File: src/rtl/tdm_pkg.sv
// Shared types and defaults for the TDM receive path.
// Frame alignment states and the default channel count.
package tdm_pkg;

    typedef enum logic {
        HUNT   = 1'b0,
        LOCKED = 1'b1
    } tdm_state_t;

    localparam int NCH_DEFAULT = 4;

endpackage

File: src/rtl/tdm_slot_counter.sv
// Slot index counter for the TDM demux: clear, load-1, increment with wrap.
// wrap is high while the counter sits on the last slot of the frame.
module tdm_slot_counter #(
    parameter int NCH   = 4,
    parameter int SEL_W = $clog2(NCH)
) (
    input  logic             clk,
    input  logic             rst_n,
    input  logic             clr,
    input  logic             load1,
    input  logic             inc,
    output logic [SEL_W-1:0] cnt,
    output logic             wrap
);

    localparam logic [SEL_W-1:0] LAST = SEL_W'(NCH - 1);
    localparam logic [SEL_W-1:0] ONE  = SEL_W'(1);

    assign wrap = (cnt == LAST);

    // clr wins over load1, load1 over inc; NCH need not be a power of two
    always_ff @(posedge clk or negedge rst_n) begin
        if (!rst_n) begin
            cnt <= '0;
        end else if (clr) begin
            cnt <= '0;
        end else if (load1) begin
            cnt <= ONE;
        end else if (inc) begin
            cnt <= wrap ? '0 : cnt + ONE;
        end
    end

endmodule

File: src/rtl/tdm_demux4.sv
// Receive side of the TDM channel mux: collects one beat per slot into a shadow
// frame, commits all channels at once, and tracks frame alignment.
module tdm_demux4
    import tdm_pkg::*;
#(
    parameter int WIDTH = 1,
    parameter int NCH   = NCH_DEFAULT
) (
    input  logic                     clk,
    input  logic                     rst_n,
    input  logic                     in_valid,
    input  logic [WIDTH-1:0]         in_data,
    input  logic                     in_sof,
    output logic [NCH*WIDTH-1:0]     ch_data,
    output logic                     out_valid,
    output logic                     locked,
    output logic [$clog2(NCH)-1:0]   slot,
    output logic                     sync_err
);

    localparam int SEL_W = $clog2(NCH);

    tdm_state_t              state;
    tdm_state_t              next_state;
    logic [NCH*WIDTH-1:0]    shadow;
    logic [NCH*WIDTH-1:0]    frame;
    logic [SEL_W-1:0]        cnt;
    logic                    cnt_wrap;
    logic                    cnt_clr;
    logic                    take_sof;
    logic                    take_mid;
    logic                    commit;
    logic                    err;
    logic                    at_slot0;

    assign at_slot0 = (cnt == '0);

    tdm_slot_counter #(
        .NCH   (NCH),
        .SEL_W (SEL_W)
    ) u_slot_counter (
        .clk   (clk),
        .rst_n (rst_n),
        .clr   (cnt_clr),
        .load1 (take_sof),
        .inc   (take_mid),
        .cnt   (cnt),
        .wrap  (cnt_wrap)
    );

    // Beat decode: every accepted beat is either a frame start or a mid-frame slot
    always_comb begin
        next_state = state;
        take_sof   = 1'b0;
        take_mid   = 1'b0;
        commit     = 1'b0;
        err        = 1'b0;
        cnt_clr    = 1'b0;
        if (in_valid) begin
            case (state)
                HUNT: begin
                    if (in_sof) begin
                        take_sof   = 1'b1;
                        next_state = LOCKED;
                    end
                end
                LOCKED: begin
                    if (in_sof) begin
                        take_sof = 1'b1;
                        err      = !at_slot0;
                    end else if (at_slot0) begin
                        err        = 1'b1;
                        cnt_clr    = 1'b1;
                        next_state = HUNT;
                    end else begin
                        take_mid = 1'b1;
                        commit   = cnt_wrap;
                    end
                end
                default: next_state = HUNT;
            endcase
        end
    end

    // The last slot bypasses the shadow so the commit lands one cycle after it
    always_comb begin
        frame                              = shadow;
        frame[(NCH-1)*WIDTH +: WIDTH]      = in_data;
    end

    always_ff @(posedge clk or negedge rst_n) begin
        if (!rst_n) begin
            state     <= HUNT;
            shadow    <= '0;
            ch_data   <= '0;
            out_valid <= 1'b0;
            sync_err  <= 1'b0;
        end else begin
            state     <= next_state;
            out_valid <= commit;
            sync_err  <= err;
            if (take_sof) begin
                shadow[0 +: WIDTH] <= in_data;
            end
            if (take_mid) begin
                shadow[int'(cnt)*WIDTH +: WIDTH] <= in_data;
            end
            if (commit) begin
                ch_data <= frame;
            end
        end
    end

    assign locked = (state == LOCKED);
    assign slot   = cnt;

endmodule

File: config.mk
export PLATFORM = sky130hd
export DESIGN_NAME = tdm_demux4
export DESIGN_NICKNAME = d
export VERILOG_FILES = /design/src/rtl/tdm_pkg.sv /design/src/rtl/tdm_slot_counter.sv /design/src/rtl/tdm_demux4.sv
export SDC_FILE = /design/constraint.sdc
export NUM_CORES = 1
export LEC_CHECK = 0
export CORE_UTILIZATION = 45
export CTS_BUF_LIST = sky130_fd_sc_hd__clkbuf_16
export DETAILED_ROUTE_END_ITERATION = 6
export PLACE_DENSITY = 0.73
export REMOVE_ABC_BUFFERS = 1
export SLEW_MARGIN = 15
export SYNTH_ARGS = -nofsm -noshare
export SYNTH_HDL_FRONTEND = slang
export SYNTH_SLANG_ARGS = --single-unit
File: constraint.sdc
create_clock -name clk -period 2.49 [get_ports clk]
set_clock_uncertainty 0.15 [all_clocks]
set_input_delay 0.249 -clock clk [delete_from_list [all_inputs] [get_ports clk]]
set_output_delay 0.249 -clock clk [all_outputs]
set_load 0.01 [all_outputs]
# [Word level (Yosys, flattened, before mapping)]
# Index checks and enable logic that the tools add are counted.
[totals] in_bits=5 regBits=13 out_inout_bits=9 elab_cells=42
[classes] bitwise=1 n_eq_ne=1 shift=2 addsub=2 n_reduce_logical=3 n_mux=26
[op_table] cell="negator 2 -> 33 bit" count=1
[op_table] cell="variable shift 1 x 33 -> 4 bit, first input constant" count=1
[op_table] cell="variable part select 1 x 33 -> 4 bit" count=1
[op_table] cell="two-way mux 1 bit" count=20
[op_table] cell="two-way mux 2 bit" count=4
[op_table] cell="bitwise mux 4 bit" count=1
[op_table] cell="nonzero test 3 bit" count=1
[op_table] cell="adder 2 x 1 -> 2 bit, second input constant" count=1
[op_table] cell="== test 2 bit, second input constant" count=1
[op_table] cell="logical NOT 2 bit" count=1
[op_table] cell="case mux 1 bit (2 select lines)" count=1
[op_table] cell="logical NOT 1 bit" count=1
[op_table] cell="inverter 1 bit" count=1

# [Logic depth before layout (Yosys ltp)]
# Gate-level depths: netlist (run 1).
[logic_depth] depth_word=8 mapped_depth=8 mapped_depth_nobuf=7

# [Modules after synthesis]
# From an unflattened synthesis (run 1), not the netlist that was laid out.
[unflattened] cells_unflattened=51 hier_area_um2=615.6
[modules_own_cells] module="tdm_demux4" cells_per_inst=42 area_per_inst_um2=513.0 seq_area_each_um2=250.2 n_inst=1
[modules_own_cells] module="tdm_slot_counter" cells_per_inst=9 area_per_inst_um2=102.6 seq_area_each_um2=50.0 n_inst=1

# [Least setup slack after synthesis (run 1)]
# No wires, ideal clock.
[synth_timing] path_kind="reg2reg" from="register u_slot_counter.cnt[0]" to="register shadow[0]" setup_time_ns=0.131 arrival_time_ns=1.625 stages_incl_launch_ff=9 required_ns=2.209 period_less_slack_ns=1.906 path_buffers=1 path_slack_ns=0.584 path_cell_list="dfrtp_1 inv_1 ha_1 inv_1 ha_1 and3_1 buf_6 a221oi_1 a31oi_1"
[synth_between] elab_chain_len=6 elab_cells_between_ends=10 cone_classes="add/sub (1); shift (2); mux (6); reduce/logical (1)"
[synth_rtl] item="start: declaration" line="tdm_slot_counter.sv:12" source="output logic [SEL_W-1:0] cnt,"
[synth_rtl] item="start signal: assignment" line="tdm_slot_counter.sv:30" source="cnt <= wrap ? '0 : cnt + ONE;"
[synth_rtl] item="logical NOT 2 bit" line="tdm_demux4.sv:36" source="assign at_slot0 = (cnt == '0);"
[synth_rtl] item="two-way mux 1 bit" line="tdm_demux4.sv:71" source="end else if (at_slot0) begin"
[synth_rtl] item="two-way mux 1 bit" line="tdm_demux4.sv:68" source="if (in_sof) begin"
[synth_rtl] item="two-way mux 1 bit" line="tdm_demux4.sv:60" source="case (state)"
[synth_rtl] item="two-way mux 1 bit" line="tdm_demux4.sv:59" source="if (in_valid) begin"
[synth_rtl] item="two-way mux 1 bit *" line="tdm_demux4.sv:105" source="if (take_mid) begin"
[synth_rtl] item="end signal: indexed assignment" line="tdm_demux4.sv:103" source="shadow[0 +: WIDTH] <= in_data;"
[synth_rtl] item="end signal: indexed assignment" line="tdm_demux4.sv:106" source="shadow[int'(cnt)*WIDTH +: WIDTH] <= in_data;"
[synth_rtl] item="end: declaration" line="tdm_demux4.sv:25" source="logic [NCH*WIDTH-1:0] shadow;"
# Every way passes the cells marked *; elsewhere a longest branch is shown, timed or not.
# A chain may end at the register's enable or synchronous reset.

# [Worst setup path after layout (run 1)]
[layout_timing] from="register u_slot_counter.cnt[0]" to="register shadow[1]"
[layout_between] elab_chain_len=5 elab_cells_between_ends=9 cone_classes="add/sub (1); shift (2); mux (5); reduce/logical (1)"
[layout_rtl] item="logical NOT 2 bit" line="tdm_demux4.sv:36"
[layout_rtl] item="two-way mux 1 bit" line="tdm_demux4.sv:71"
[layout_rtl] item="two-way mux 1 bit" line="tdm_demux4.sv:68"
[layout_rtl] item="two-way mux 1 bit" line="tdm_demux4.sv:60"
[layout_rtl] item="two-way mux 1 bit" line="tdm_demux4.sv:59"
# Parallel ways exist; a longest one is shown, timed or not.

==> results of run 1 <==
==> power breakdown <==
group          internal, mW  switching, mW  total (mW)
sequential            0.258         0.0545       0.313
combinational         0.197          0.164       0.361
clock                 0.208         0.0763       0.285
==> area by class of cell <==
| class | instances | area share, % |
|---|---|---|
| flip-flops and latches | 12 | 35.8 |
| multi-input cells | 36 | 35.3 |
| repair buffers | 13 | 15.5 |
| clock buffers | 3 | 8.94 |
| well taps | 15 | 2.24 |
| inverters | 5 | 2.24 |
==> logic make-up after synthesis <==
family	count (synthesis)	synth area share, %
AOI/OAI and AO/OA	13	15.2
and+or+nand+nor	12	11.0
DFF	12	47.9
adders and majority gates	7	14.0
buffers and inverters	6	4.79
muxes	4	7.19
==> registers in the layout (all words and copies together), names as in the netlist <==
signal and count:
sync_err 1, ch_data 4, shadow 3, out_valid 1, locked 1, u_slot_counter.cnt 2
==> per-stage QoR <==
| step | worst slack, ns | instance area (sq um) |
|---|---|---|
| 2_1_floorplan | 0.586 | 616 |
| 3_3_place_gp | 0.486 | 764 |
| 3_5_place_dp | 0.441 | 764 |
| 4_1_cts | 0.395 | 840 |
| 5_1_grt | 0.217 | 840 |
| 6_report | 0.376 | 840 |
==> final timing paths <==
check / start / endpoint / slack (ns) / depth (start not counted)
hold reg to reg: ch_data[0]$_DFFE_PN0P_ / ch_data[0]$_DFFE_PN0P_ / 0.35 / 1
max in group asynchronous: rst_n / u_slot_counter.cnt[1]$_DFFE_PN0P_ / 1.63 / 1
setup / recovery: u_slot_counter.cnt[0]$_DFFE_PN0P_ / shadow[1]$_DFFE_PN0P_ / 0.38 / 7
min in group clk: ch_data[0]$_DFFE_PN0P_ / ch_data[0]$_DFFE_PN0P_ / 0.35 / 1
hold / removal: rst_n / ch_data[3]$_DFFE_PN0P_ / 0.21 / 1
setup reg to reg: u_slot_counter.cnt[0]$_DFFE_PN0P_ / shadow[1]$_DFFE_PN0P_ / 0.38 / 7
==> layer usage <==
metal	wire length [um]	track usage [%]	up-vias
li1	-	-	229
met2	565	25.4	10
met4	17	12.9	0
met5	0	0	-
met1	562	25.8	219
met3	33	5.11	2
==> layout by cell type (no fill, tap or decap), types with 3 or more instances in the layout <==
master / count
a21boi_1: 3
a31oi_1: 3
clkbuf_16: 3
clkdlybuf4s50_1: 13
dfrtp_1: 12
ha_1: 7
inv_1: 5
mux2_2: 4
==> impl_metrics.env, run 1 <==
export IMPL_outcome="finished clean"
export IMPL_root_buffer="clkbuf_16"
export IMPL_firstDrtPassIters=3
export IMPL_regArea_sq_um=300
export IMPL_cp_slowest_cell="dfrtp_1"
export IMPL_vdd_drop_max_mv=0.541
export IMPL_wirelength_mm=1.18
export IMPL_die_y_um=39.3
export IMPL_synthArstFlopShare_pct=100
export IMPL_hpwl_um=811
export IMPL_clk_latency_ns=0.24
export IMPL_synth_top_cell_by_area="dfrtp_1"
export IMPL_worstPathArrival_ns=2.09
export IMPL_clk_pin_slew_ns=0.04
export IMPL_finalSetupViolCount=0
export IMPL_num_nets_final=83
export IMPL_hold_buffers=0
export IMPL_grt_overflow_total=0
export IMPL_tritoncts="done"
export IMPL_critPathTopFamily="flip-flops"
export IMPL_vias=460
export IMPL_worst_setup_path_type="flip-flop to flip-flop"
export IMPL_slowest_delay_ns=0.48
export IMPL_drc=0
export IMPL_fillers=104
export IMPL_synthDistinctLibCells=21
export IMPL_hold_class="input port to async pin"
export IMPL_n_antenna_cell=0
export IMPL_htreeDepth=1
export IMPL_pin_count=14
export IMPL_die_area_sq_mm=0.00155
export IMPL_worstSetupStartpointType="flip-flop"
export IMPL_leakage_nw=0.415
export IMPL_ys_warn_count=0
export IMPL_gp_congestion=0.850
export IMPL_max_freq_mhz=473
export IMPL_synth_seq_cells=12
export IMPL_rows=13
export IMPL_cts_setup_buffers=0
export IMPL_grt_max_degree=13
export IMPL_synthTopCellsByCount="dfrtp_1 (12), ha_1 (7), inv_1 (5)"
export IMPL_rsz0062_at_grt="no"
export IMPL_crit_chain="inv_1, ha_1, inv_1, ha_1, and3_1, a21boi_1, a41o_2"
export IMPL_finalHoldViolCount=0
export IMPL_worst_pin_slew_ns=0.519
export IMPL_clockBufferDepth=2
export IMPL_cts_resized=0
export IMPL_stdcell_count=84
export IMPL_setup_tns_final_ns=0
export IMPL_final_core_util_pct=64.5
export IMPL_path_buf_inv=2
export IMPL_ys_seq_area_share_pct=47.9
export IMPL_core_area_sq_mm=0.00130
export IMPL_grt_pass1_vias=422
export IMPL_yosysMostFrequentCell="dfrtp_1"
export IMPL_crit_path_max_fanout=8
export IMPL_die_w_um=39.3
export IMPL_cts_made_buffers=3
export IMPL_relSlewSlack_pct=65.3
export IMPL_syn_to_final_growth_pct=33.9
export IMPL_grt_pass1_wl_mm=1.86
export IMPL_cp_required_ns=2.46
export IMPL_io_buffers=13
export IMPL_totalPowerFinal_mw=0.958
export IMPL_wl_per_cell_um=14.0
export IMPL_cp_end_kind="flip-flop"
export IMPL_fin_crit_ns=2.11
export IMPL_drtIter0Drc=14
export IMPL_max_cap_violations=0
export IMPL_worst_hold_slack_ns=0.208
export IMPL_avgSynthCellArea_sq_um=11.6
export IMPL_netlist_area_sq_um=627
export IMPL_antenna_found_initial=0
export IMPL_place_inst=81
export IMPL_netlist_area_leader_share_pct=47.9
export IMPL_slew_viol_final=0
export IMPL_drtAntennaViolNets=0
export IMPL_viasPerCell=5.48
export IMPL_post_route_period_util_pct=84.9
export IMPL_start_util_pct=48.2
export IMPL_synthesis_instances=54
export IMPL_drive_gt1_share_pct=14.5
export IMPL_powerDensity_mw_per_mm2=1140
export IMPL_synth_edff_count=0
export IMPL_multi_input_area_sq_um=297
export IMPL_cts_sinks=12
export IMPL_track_usage_pct=18.9
export IMPL_ys_flop_type="dfrtp_1"
export IMPL_synth_area_leaders="dfrtp_1 (48%), ha_1 (14%), mux2_2 (7.2%), a21boi_1 (3.6%), a31oi_1 (3.0%)"
Note: power is estimated with default switching activity, not from simulation.
==> run 2, diff against run 1 <==
CORE_UTILIZATION = 42   (was 45)
PLACE_DENSITY = 0.71   (was 0.73)
clock period = 1.8 ns   (was 2.49 ns; I/O delays follow)
==> impl_metrics.env, run 2 (same netlist as run 1, synthesis figures left out) <==
export IMPL_cp_required_ns=1.77
export IMPL_slowest_delay_ns=0.34
export IMPL_syn_to_final_growth_pct=45.3
export IMPL_cts_sinks=12
export IMPL_cp_slowest_cell="dfrtp_1"
export IMPL_io_buffers=13
export IMPL_clk_pin_slew_ns=0.04
export IMPL_crit_path_max_fanout=8
export IMPL_max_freq_mhz=596
export IMPL_root_buffer="clkbuf_16"
export IMPL_drc=0
export IMPL_vdd_drop_max_mv=0.695
export IMPL_track_usage_pct=17.9
export IMPL_viasPerCell=5.27
export IMPL_die_y_um=40.6
export IMPL_leakage_nw=0.454
export IMPL_cp_end_kind="flip-flop"
export IMPL_fin_crit_ns=1.68
export IMPL_fillers=104
export IMPL_post_route_period_util_pct=93.2
export IMPL_htreeDepth=1
export IMPL_max_cap_violations=0
export IMPL_grt_overflow_total=0
export IMPL_wirelength_mm=1.24
export IMPL_multi_input_area_sq_um=308
export IMPL_worst_setup_path_type="flip-flop to flip-flop"
export IMPL_core_area_sq_mm=0.00135
export IMPL_die_area_sq_mm=0.00165
export IMPL_pin_count=14
export IMPL_rows=13
export IMPL_worst_pin_slew_ns=0.525
export IMPL_rsz0062_at_grt="no"
export IMPL_final_core_util_pct=67.5
export IMPL_finalSetupViolCount=0
export IMPL_largest_register_ff_count=4
export IMPL_gp_congestion=0.821
export IMPL_start_util_pct=46.4
export IMPL_grt_pass1_wl_mm=1.91
export IMPL_final_common_cell="clkdlybuf4s50_1"
export IMPL_top_register="ch_data"
export IMPL_worstPathArrival_ns=1.64
export IMPL_cts_setup_buffers=0
export IMPL_finalHoldViolCount=0
export IMPL_worstSetupStartpointType="flip-flop"
export IMPL_reg_top3="ch_data x4, shadow x3, u_slot_counter.cnt x2"
export IMPL_grt_max_degree=13
export IMPL_hold_class="input port to async pin"
export IMPL_drive_gt1_share_pct=26.0
export IMPL_vias=485
export IMPL_powerDensity_mw_per_mm2=1550
export IMPL_die_w_um=40.6
export IMPL_relSlewSlack_pct=64.9
export IMPL_final_cell_mix="clkdlybuf4s50_1 (13), dfrtp_1 (12), buf_4 (8)"
export IMPL_outcome="finished clean"
export IMPL_drtAntennaViolNets=0
export IMPL_clockBufferDepth=2
export IMPL_clk_latency_ns=0.23
export IMPL_setup_tns_final_ns=0
export IMPL_num_nets_final=91
export IMPL_crit_chain="inv_1, ha_1, inv_1, ha_1, and3_4, a21boi_1, a41o_2"
export IMPL_cts_made_buffers=3
export IMPL_firstDrtPassIters=4
export IMPL_drtIter0Drc=4
export IMPL_regArea_sq_um=300
export IMPL_n_antenna_cell=0
export IMPL_tritoncts="done"
export IMPL_worst_hold_slack_ns=0.146
export IMPL_antenna_found_initial=0
export IMPL_wl_per_cell_um=13.5
export IMPL_hpwl_um=920
export IMPL_grt_pass1_vias=450
export IMPL_slew_viol_final=0
==> run 2: changes by cell type in the layout (fill, tap and decap cells not counted) <==
cell,previous run,this run
a221oi_1,1,0
a221oi_2,0,1
and3_1,2,1
and3_4,0,1
buf_4,0,8
==> run 2: worst paths after layout <==
check | startpoint | endpoint | slack (ns) | depth (start not counted)
worst max-delay path | u_slot_counter.cnt[0]$_DFFE_PN0P_ | shadow[1]$_DFFE_PN0P_ | 0.12 | 7
worst min-delay path | rst_n | sync_err$_DFF_PN0_ | 0.15 | 1
worst max register to register | u_slot_counter.cnt[0]$_DFFE_PN0P_ | shadow[1]$_DFFE_PN0P_ | 0.12 | 7
worst min register to register | ch_data[3]$_DFFE_PN0P_ | ch_data[3]$_DFFE_PN0P_ | 0.35 | 1
max in group asynchronous | rst_n | ch_data[2]$_DFFE_PN0P_ | 1.00 | 1
min in group clk | ch_data[3]$_DFFE_PN0P_ | ch_data[3]$_DFFE_PN0P_ | 0.35 | 1
==> run 2: worst max-delay path: cells and delay by family, from the launching register on <==
| family | cells | cell delay [ns] |
|---|---|---|
| DFF | 1 | 0.34 |
| adders and majority gates | 2 | 0.36 |
| and+or+nand+nor | 1 | 0.25 |
| AOI/OAI and AO/OA | 2 | 0.32 |
| buffers and inverters | 2 | 0.13 |
==> run 2: cell type report <==
type	instances	area share [%]
clock buffers	3	8.24
multi-input cells	36	33.8
flip-flops and latches	12	33.0
repair buffers	21	20.9
well taps	15	2.06
inverters	5	2.06
==> run 2: power breakdown <==
part           total, mW  switching (mW)  internal [mW]
sequential         0.406          0.0492          0.357
combinational      0.618           0.274          0.344
clock              0.390           0.102          0.288
==> run 2: repair_timing <==
item	in CTS	in global routing
hold buffers	0	0
resized for setup	1	2
endpoints found under the setup margin	1	2
cloned	0	0
==> run 2: per-stage QoR <==
step	total power [mW]	cells	setup slack [ns]	area (sq um)
2_1_floorplan	0.712	53	-0.104	616
3_3_place_gp	0.999	89	0.0371	825
3_5_place_dp	1.01	89	-0.0148	825
4_1_cts	1.41	92	0.0673	901
5_1_grt	1.51	92	0.0198	911
6_report	1.41	92	0.123	911
==> run 2: metal layers <==
metal / vias to the layer above / track usage (%) / share of wire [%]
li1: 244 / - / -
met1: 232 / 23.2 / 47
met2: 9 / 29.0 / 49
met3: 0 / 4.89 / 3.7
met4: 0 / 5.00 / 0
met5: - / 0 / 0
